$ cat src/rtl/uart_tx_fifo.sv
// Byte FIFO feeding an 8N1 UART transmitter at a fixed baud rate.
// Producer is backpressured through o_wready when the FIFO is full.
module uart_tx_fifo #(
    parameter int unsigned CLK_HZ = 50000000,
    parameter int unsigned BAUD   = 115200,
    parameter int unsigned DEPTH  = 16
) (
    input  logic                       i_clk,
    input  logic                       i_rst,
    input  logic [7:0]                 i_wdata,
    input  logic                       i_wvalid,
    output logic                       o_wready,
    output logic                       o_tx,
    output logic                       o_busy,
    output logic [$clog2(DEPTH):0]     o_level
);

    localparam int unsigned DIV = CLK_HZ / BAUD;
    localparam int unsigned AW  = $clog2(DEPTH);
    localparam int unsigned PW  = AW + 1;
    localparam int unsigned CW  = (DIV > 1) ? $clog2(DIV) : 1;

    typedef enum logic [1:0] {
        IDLE  = 2'd0,
        START = 2'd1,
        DATA  = 2'd2,
        STOP  = 2'd3
    } state_t;

    state_t          state, state_d;
    logic [CW-1:0]   cnt, cnt_d;
    logic [2:0]      bit_idx, bit_idx_d;
    logic [7:0]      sh, sh_d;
    logic            tx_d;

    logic [7:0]      mem [DEPTH];
    logic [PW-1:0]   wr_ptr, rd_ptr, wr_d, rd_d;
    logic [PW-1:0]   level_d;
    logic            push, pop, empty, full_d;
    logic            busy_d;

    // Ready is a registered flag, so accepting a byte never depends on this cycle's pop.
    assign push  = i_wvalid & o_wready;
    assign empty = (wr_ptr == rd_ptr);

    always_ff @(posedge i_clk) begin
        if (push) begin
            mem[wr_ptr[AW-1:0]] <= i_wdata;
        end
    end

    // Frame sequencer: next state, shifter, baud/bit counters and line value.
    always_comb begin
        state_d   = state;
        cnt_d     = cnt;
        bit_idx_d = bit_idx;
        sh_d      = sh;
        pop       = 1'b0;
        case (state)
            IDLE: begin
                if (!empty) begin
                    pop     = 1'b1;
                    sh_d    = mem[rd_ptr[AW-1:0]];
                    cnt_d   = '0;
                    state_d = START;
                end
            end
            START: begin
                if (cnt == CW'(DIV - 1)) begin
                    cnt_d     = '0;
                    bit_idx_d = '0;
                    state_d   = DATA;
                end else begin
                    cnt_d = cnt + CW'(1);
                end
            end
            DATA: begin
                if (cnt == CW'(DIV - 1)) begin
                    cnt_d = '0;
                    sh_d  = {1'b0, sh[7:1]};
                    if (bit_idx == 3'd7) begin
                        state_d = STOP;
                    end else begin
                        bit_idx_d = bit_idx + 3'd1;
                    end
                end else begin
                    cnt_d = cnt + CW'(1);
                end
            end
            STOP: begin
                if (cnt == CW'(DIV - 1)) begin
                    cnt_d = '0;
                    if (!empty) begin
                        pop     = 1'b1;
                        sh_d    = mem[rd_ptr[AW-1:0]];
                        state_d = START;
                    end else begin
                        state_d = IDLE;
                    end
                end else begin
                    cnt_d = cnt + CW'(1);
                end
            end
            default: state_d = IDLE;
        endcase

        case (state_d)
            START:   tx_d = 1'b0;
            DATA:    tx_d = sh_d[0];
            default: tx_d = 1'b1;
        endcase
    end

    // Next pointers drive the registered full/level/busy flags.
    always_comb begin
        wr_d    = wr_ptr + PW'(push);
        rd_d    = rd_ptr + PW'(pop);
        full_d  = (wr_d[AW] != rd_d[AW]) && (wr_d[AW-1:0] == rd_d[AW-1:0]);
        level_d = wr_d - rd_d;
        busy_d  = (state_d != IDLE) || (level_d != '0);
    end

    always_ff @(posedge i_clk or posedge i_rst) begin
        if (i_rst) begin
            state    <= IDLE;
            cnt      <= '0;
            bit_idx  <= '0;
            sh       <= '0;
            wr_ptr   <= '0;
            rd_ptr   <= '0;
            o_tx     <= 1'b1;
            o_wready <= 1'b1;
            o_busy   <= 1'b0;
            o_level  <= '0;
        end else begin
            state    <= state_d;
            cnt      <= cnt_d;
            bit_idx  <= bit_idx_d;
            sh       <= sh_d;
            wr_ptr   <= wr_d;
            rd_ptr   <= rd_d;
            o_tx     <= tx_d;
            o_wready <= !full_d;
            o_busy   <= busy_d;
            o_level  <= level_d;
        end
    end

endmodule

$ cat config.mk
export PLATFORM = sky130hd
export DESIGN_NAME = uart_tx_fifo
export DESIGN_NICKNAME = d
export VERILOG_FILES = /design/src/rtl/uart_tx_fifo.sv
export SDC_FILE = /design/constraint.sdc
export NUM_CORES = 1
export LEC_CHECK = 0
export CAP_MARGIN = 30
export CELL_PAD_IN_SITES_DETAIL_PLACEMENT = 1
export CELL_PAD_IN_SITES_GLOBAL_PLACEMENT = 2
export CORE_MARGIN = 4
export CORE_UTILIZATION = 31
export DETAILED_ROUTE_END_ITERATION = 12
export MAX_ROUTING_LAYER = met4
export PLACE_DENSITY = 0.64
export SYNTH_ARGS = -nofsm -noshare
export SYNTH_HDL_FRONTEND = slang
export SYNTH_SLANG_ARGS = --single-unit
$ cat constraint.sdc
create_clock -name i_clk -period 10.6 [get_ports i_clk]
set_clock_uncertainty 0.1 [all_clocks]
set_input_delay 1.06 -clock i_clk [delete_from_list [all_inputs] [get_ports i_clk]]
set_output_delay 1.06 -clock i_clk [all_outputs]
set_load 0.01 [all_outputs]
==> summary.md, run 1 <==
| Metric | Value |
|---|---|
| Maximum VDD drop | 0.0001231 V |
| Die H | 159.2 um |
| Post-synthesis adder-cell area fraction | 0.03621 |
| I/O pin count | 19 |
| Sw Ratio | 0.3366 |
| Final setup fails | 0 |
| Synth Area in Simple Gates | 0.06835 |
| # fillers | 2,303 |
| Gr ovfl total | 0 |
| Die width | 159.2 um |
| Main combinational cell family by area after synthesis | multiplexers |
| DR pass1 iterations | 5 |
| Setup_tns | 0 ps |
| Total GRT Usage | 0.1272 |
| Initial antenna violation count | 0 |
| Max_cap viols | 0 |
| Fin. max-slew vios | 0 |
| Die area | 25,340 um2 |
| Critical Path Source | rd_ptr[0]$_DFF_PP0_ |
| Remaining DRCs | 0 |
| Crit. End Element | flip-flop |
| Clk sink count | 168 |
| Layout cells sized above 1 | 0.1927 |
| Met3 WL | 332 um |
| Initial DRC count | 283 |
| Power density over the cells | 275.1 nW/um2 |
| Yosys reg bits | 168 |
| Vias per cell | 4.863 |
| Clock share of power | 0.272 |
| Hold-fix buffers, CTS | 0 |
| Metal-1 WL | 6540 um |
| Kind of critical path | reg -> reg |
| Post-synth ARST share | 0.2381 |
| Vias post-DR | 3,657 |
| Total CTS buffers | 17 |
| First-pass GRT wire length | 23,750 um |
| Fin. Hold Viols | 0 |
| F_max | 240.1 MHz |
| Reg2reg start | rd_ptr[0]$_DFF_PP0_ |
| Compound-Gate Fraction of Synth Area | 0.04451 |
| NetSw | 760.8 uW |
| Startpoint Class | flip-flop |
| Main synth FF type | edfxtp_1 |
| Ant diodes | 0 |
| Largest net degree at the start of global routing | 41 |
| CTS tree | built |
| Clock latency on the worst-skew pair | 430 ps |
| Met2 routed WL | 7520 um |
| Yosys Warn Count | 0 |
| RSZ-0062 raised after global routing | false |
| Min-delay src | cnt[8]$_DFFE_PP0P_ |
| Post-synthesis instance area | 7084 um2 |
| Syn Nets | 453 |
| H-tree depth | 4 |
| PortBufs | 18 |
| Final WL | 14,600 um |
| Number of synthesized flops with an enable pin | 128 |
| Syn avg cell area | 16.71 um2 |
| Final nets | 483 |
| Core area | 22,570 um2 |
| Post-synthesis mux area share | 0.1270 |
| Cell count after synthesis | 424 |
| Post-synth cell types | 52 |
| Setup repair bufs after CTS | 0 |
| ANT nets after route | 0 |
| Final Cycle Share | 0.3929 |
| P_int | 1499 uW |
| Worst EP arrival | 4370 ps |
| Routability Congestion | 0.7429 |
| CTS Root Cell | clkbuf_16 |
| Initial Utilization | 0.3139 |
| Hold Crit Class | reg -> reg |
| Clk slew on worst S/H paths | 80 ps |
| Outcome | complete, no violations |
| XOR/XNOR share of the synthesized area | 0.02208 |
| Max Used Layer | met4 |
| Sequential Power Share | 0.403 |
| Critical path required time | 10,800 ps |
| Std-Cell Rows | 55 |
| Max FO, Critical Path | 34 |
| Clock tree buffer depth | 2 |
| Commonest non-fill, non-tap cell in the layout | edfxtp_1 |
| Fin crit period | 4165 ps |
| Sequential share of the synthesized area | 0.6842 |
| Slew margin rel. | 0.3364 |
| Final core occ | 0.3640 |
| Post-DP HPWL | 9929 um |
| Worst-Margin Slew | 986.3 ps |
| Commonest non-fill, non-tap cells in the layout | 128 x edfxtp_1, 39 x mux4_2, 37 x dfrtp_1 |
| Post_cts resized | 0 |
| Logic pwr share | 0.326 |
| P_leak | 0.002822 uW |
| Post-DR wirelength/cell | 19.42 um |
| Vias in the first global route | 4,018 |
| Layout area overhead | 15.98% |
[registers in the layout, summed over array words and instances (netlist names)]
register / flops
cnt: 9
mem: 128
sh: 8
state: 2
wr_ptr: 5
bit_idx: 3
rd_ptr: 5
o_tx: 1
o_busy: 1
o_wready: 1
o_level: 5
[critical path: stages (launching register included)]
cell and delay [ps]:
dfrtp_2 350, buf_4 550, xnor2_1 220, nand2_1 180, o21bai_1 240, nor2_1 100
ha_1 200, ha_1 330, inv_1 80, maj3_1 370, maj3_2 320, xor2_1 150
or4_1 450, or4_1 400
[layer usage]
layer,GRT usage,vias up
met1,0.1577,1895
li1,-,1711
met3,0.02666,13
met2,0.2095,38
met5,-,-
met4,0.04260,0
[power by group through the flow]
stage	registers, uW	clock network, uW	logic, uW
finish	910	614	736
global route	925	665	823
CTS	912	631	759
detailed placement	926	0	755
global placement	921	0	741
floorplan	882	0	564
[path summary, 6_finish.rpt]
path | endpoint | slack, ps | cells after the start
hold reg to reg | cnt[8]$_DFFE_PP0P_ | 390 | 1
setup / recovery | o_busy$_DFF_PP0_ | 6440 | 13
min in group asynchronous | cnt[1]$_DFFE_PP0P_ | 970 | 3
setup reg to reg | o_busy$_DFF_PP0_ | 6440 | 13
hold / removal | cnt[8]$_DFFE_PP0P_ | 390 | 1
max in group asynchronous | rd_ptr[0]$_DFF_PP0_ | 9030 | 3
[cells by family after synthesis]
| kind of cell | Yosys count |
|---|---|
| multiplexers | 41 |
| XOR/XNOR | 17 |
| AND/OR/NAND/NOR | 98 |
| adder cells (fa/ha/maj) | 21 |
| buffers and inverters | 31 |
| AO/OA/AOI/OAI | 48 |
| flip-flops | 168 |
[synthesized netlist by cell type (7+ instances only)]
| library cell | n | area share |
|---|---|---|
| clkbuf_1 | 8 | 0.0042 |
| nand2_1 | 22 | 0.012 |
| nor2b_1 | 7 | 0.0062 |
| nor3_1 | 7 | 0.0049 |
| nor2_1 | 27 | 0.014 |
| edfxtp_1 | 128 | 0.54 |
| xnor2_1 | 13 | 0.016 |
| ha_1 | 18 | 0.032 |
| mux4_2 | 39 | 0.12 |
| inv_1 | 15 | 0.0079 |
| dfrtp_1 | 38 | 0.13 |
| o21ai_0 | 19 | 0.013 |
| nand3_1 | 12 | 0.0085 |
[through the flow]
stage	instance area [um2]	hold slack [ps]	std cells	power (uW)	setup WS (ps)
final	8217	392.7	752	2260	6435
after global routing	8217	435.0	752	2414	6116
after CTS	8217	402.2	752	2302	6375
after detailed placement	7615	392.8	720	1681	6374
after global placement	7610	366.7	719	1662	6501
after floorplan	7084	344.9	424	1446	6783
[layout make-up]
type                    count  area [um2]  area share
repair buffers             26       237.7     0.02893
clock inverters            15       176.4     0.02147
multi-input cells         225        2112      0.2570
clock buffers              17       425.4     0.05177
inverters                  16       60.06    0.007309
flip-flops and latches    168        4848      0.5901
well taps                 285       356.6     0.04340
(Power assumes the default switching activity.)
==> run 2: changes to the inputs <==
- clock period: 10.6 -> 4.3 ns (I/O delays scaled with it)
==> summary.md, run 2 (synthesis gave the netlist of run 1 again) <==
| Metric | Value |
|---|---|
| Hold Crit Class | in -> async |
| Total CTS buffers | 17 (unchanged) |
| F_max | 246.0 MHz (+2.4%) |
| Gr ovfl total | 0 (unchanged) |
| Initial DRC count | 215 (-24%) |
| Setup_tns | 0 ps (unchanged) |
| Final setup fails | 0 (unchanged) |
| Largest net degree at the start of global routing | 41 (unchanged) |
| Kind of critical path | reg -> reg |
| Slew margin rel. | 0.3367 (about the same) |
| P_leak | 0.002859 uW (+1.3%) |
| Worst EP arrival | 4270 ps (-100 ps) |
| First-pass GRT wire length | 24,450 um (+3.0%) |
| Final WL | 15,140 um (+3.7%) |
| Ant diodes | 0 (unchanged) |
| Critical Path Max Stage Delay | 470 ps (-80 ps) |
| Remaining DRCs | 0 (unchanged) |
| Initial antenna violation count | 0 (unchanged) |
| Max FFs per register | 128 (unchanged) |
| Final Cycle Share | 0.9454 (+0.5525) |
| Critical Path Most Common Cell | or4_1 |
| RSZ-0062 raised after global routing | false |
| H-tree depth | 4 (unchanged) |
| Commonest non-fill, non-tap cells in the layout | 128 x edfxtp_1, 39 x mux4_2, 37 x dfrtp_1 |
| Placed Area | 7632 um2 (+0.23%) |
| Startpoint Class | flip-flop |
| CP max stage cell | or4b_4 |
| I/O pin count | 19 (unchanged) |
| Fin. Hold Viols | 0 (unchanged) |
| CTS tree | built |
| Worst r2r path cells | 13 (unchanged) |
| Crit-path cells | ha_1, or4b_4, o31a_1, o21bai_1, nor2_1, ha_2, ha_4, inv_1, maj3_1, maj3_2, xor2_1, or4_1, or4_1 |
| Core area | 22,570 um2 (unchanged) |
| Crit. End Element | flip-flop |
| P_int | 3793 uW (+150%) |
| Layout cells sized above 1 | 0.2081 (+0.01535) |
| Max FO, Critical Path | 5 (-85%) |
| Design Area, Final | 8299 um2 (+1.0%) |
| Vias per cell | 4.959 (+2.0%) |
| Final nets | 487 (+0.83%) |
| Clock share of power | 0.277 (+0.005) |
| CTS Root Cell | clkbuf_16 |
| Power density over the cells | 689.1 nW/um2 (+150%) |
| Clock latency on the worst-skew pair | 430 ps (about the same) |
| Clk sink count | 168 (unchanged) |
| Inst Count DP | 722 (+0.28%) |
| Commonest non-fill, non-tap cell in the layout | edfxtp_1 |
| PortBufs | 18 (unchanged) |
| ANT nets after route | 0 (unchanged) |
| Fin crit period | 4065 ps (-99.55 ps) |
| Layout area overhead | 17.15% |
| Fin. max-slew vios | 0 (unchanged) |
| Die H | 159.2 um (unchanged) |
| Vias post-DR | 3,749 (+2.5%) |
| Outcome | complete, no violations |
| Die width | 159.2 um (unchanged) |
| NetSw | 1926 uW (+150%) |
| Routability Congestion | 0.7250 (-2.4%) |
| Sequential Power Share | 0.384 (-0.019) |
| Std-Cell Rows | 55 (unchanged) |
| Critical path required time | 4500 ps (-6300 ps) |
| Total GRT Usage | 0.1279 (+0.0006516) |
| Hold-fix buffers, CTS | 0 (unchanged) |
| Sw Ratio | 0.3367 (about the same) |
| Post-route insts no fill | 756 (+0.53%) |
| Worst-Margin Slew | 986.6 ps (+0.2542 ps) |
| Maximum VDD drop | 0.0002774 V (+130%) |
| Post-DP HPWL | 10,140 um (+2.1%) |
| Logic pwr share | 0.340 (+0.014) |
| DR pass1 iterations | 4 (-1) |
| Initial Utilization | 0.3139 (unchanged) |
| Clk slew on worst S/H paths | 80 ps (about the same) |
| Die area | 25,340 um2 (unchanged) |
| Vias in the first global route | 4,072 (+1.3%) |
| Post-DR wirelength/cell | 20.03 um (+3.1%) |
| Max_cap viols | 0 (unchanged) |
| Clock tree buffer depth | 2 (unchanged) |
-- run 2: critical path, delay by kind of cell, from the launching register on --
family | cells | cell delay [ps]
compound gates | 2 | 500
xor+xnor | 1 | 150
buf+inv | 1 | 50
fa+ha+maj | 5 | 1210
flops | 1 | 410
simple gates | 4 | 1500
-- run 2: power by group through the flow --
stage | combinational, uW | clock (uW) | sequential, uW
floorplan | 1390 | 0 | 2170
global placement | 1900 | 0 | 2220
detailed placement | 1940 | 0 | 2230
CTS | 1950 | 1630 | 2200
global route | 2150 | 1710 | 2230
finish | 1940 | 1580 | 2190
-- run 2: layout make-up --
cell class | count | area [um2]
Clock buffer | 17 | 425.4
Timing Repair Buffer | 30 | 270.3
Sequential cell | 168 | 4848
Fill cell | 2269 | 14270
Clock inverter | 15 | 200.2
Multi-Input combinational cell | 225 | 2138
Inverter | 16 | 60.06
Tap cell | 285 | 356.6
-- run 2: final timing paths --
check | from | endpoint | slack, ps
max reg2reg | cnt[0]$_DFFE_PP0P_ | o_busy$_DFF_PP0_ | 230
max | cnt[0]$_DFFE_PP0P_ | o_busy$_DFF_PP0_ | 230
min | i_rst | cnt[2]$_DFFE_PP0P_ | 330
min reg2reg | cnt[8]$_DFFE_PP0P_ | cnt[8]$_DFFE_PP0P_ | 390
max in group asynchronous | i_rst | rd_ptr[0]$_DFF_PP0_ | 3370
min in group i_clk | cnt[8]$_DFFE_PP0P_ | cnt[8]$_DFFE_PP0P_ | 390
-- run 2: routing by layer --
| metal | vias to the layer above | part of all wire | global-route usage |
|---|---|---|---|
| li1 | 1716 | - | - |
| met1 | 1977 | 0.46 | 0.1666 |
| met2 | 50 | 0.51 | 0.2037 |
| met3 | 6 | 0.025 | 0.02770 |
| met4 | 0 | 0.0059 | 0.03669 |
| met5 | - | 0 | - |
-- run 2: timing repair --
action | CTS | global route
setup buffers | 0 | 2
resized for setup | 0 | 4
setup endpoints to repair | 0 | 1
-- run 2: per-stage QoR --
stage / hold slack, ps / utilization / power [uW] / setup WS, ps
floorplan: 344.9 / - / 3565 / 482.9
global placement: 368.6 / 0.3378 / 4119 / 284.3
detailed placement: 375.2 / 0.3381 / 4170 / 160.1
CTS: 343.8 / 0.3659 / 5779 / 127.4
global route: 375.6 / 0.3677 / 6088 / 8.877
finish: 334.1 / 0.3677 / 5719 / 234.9
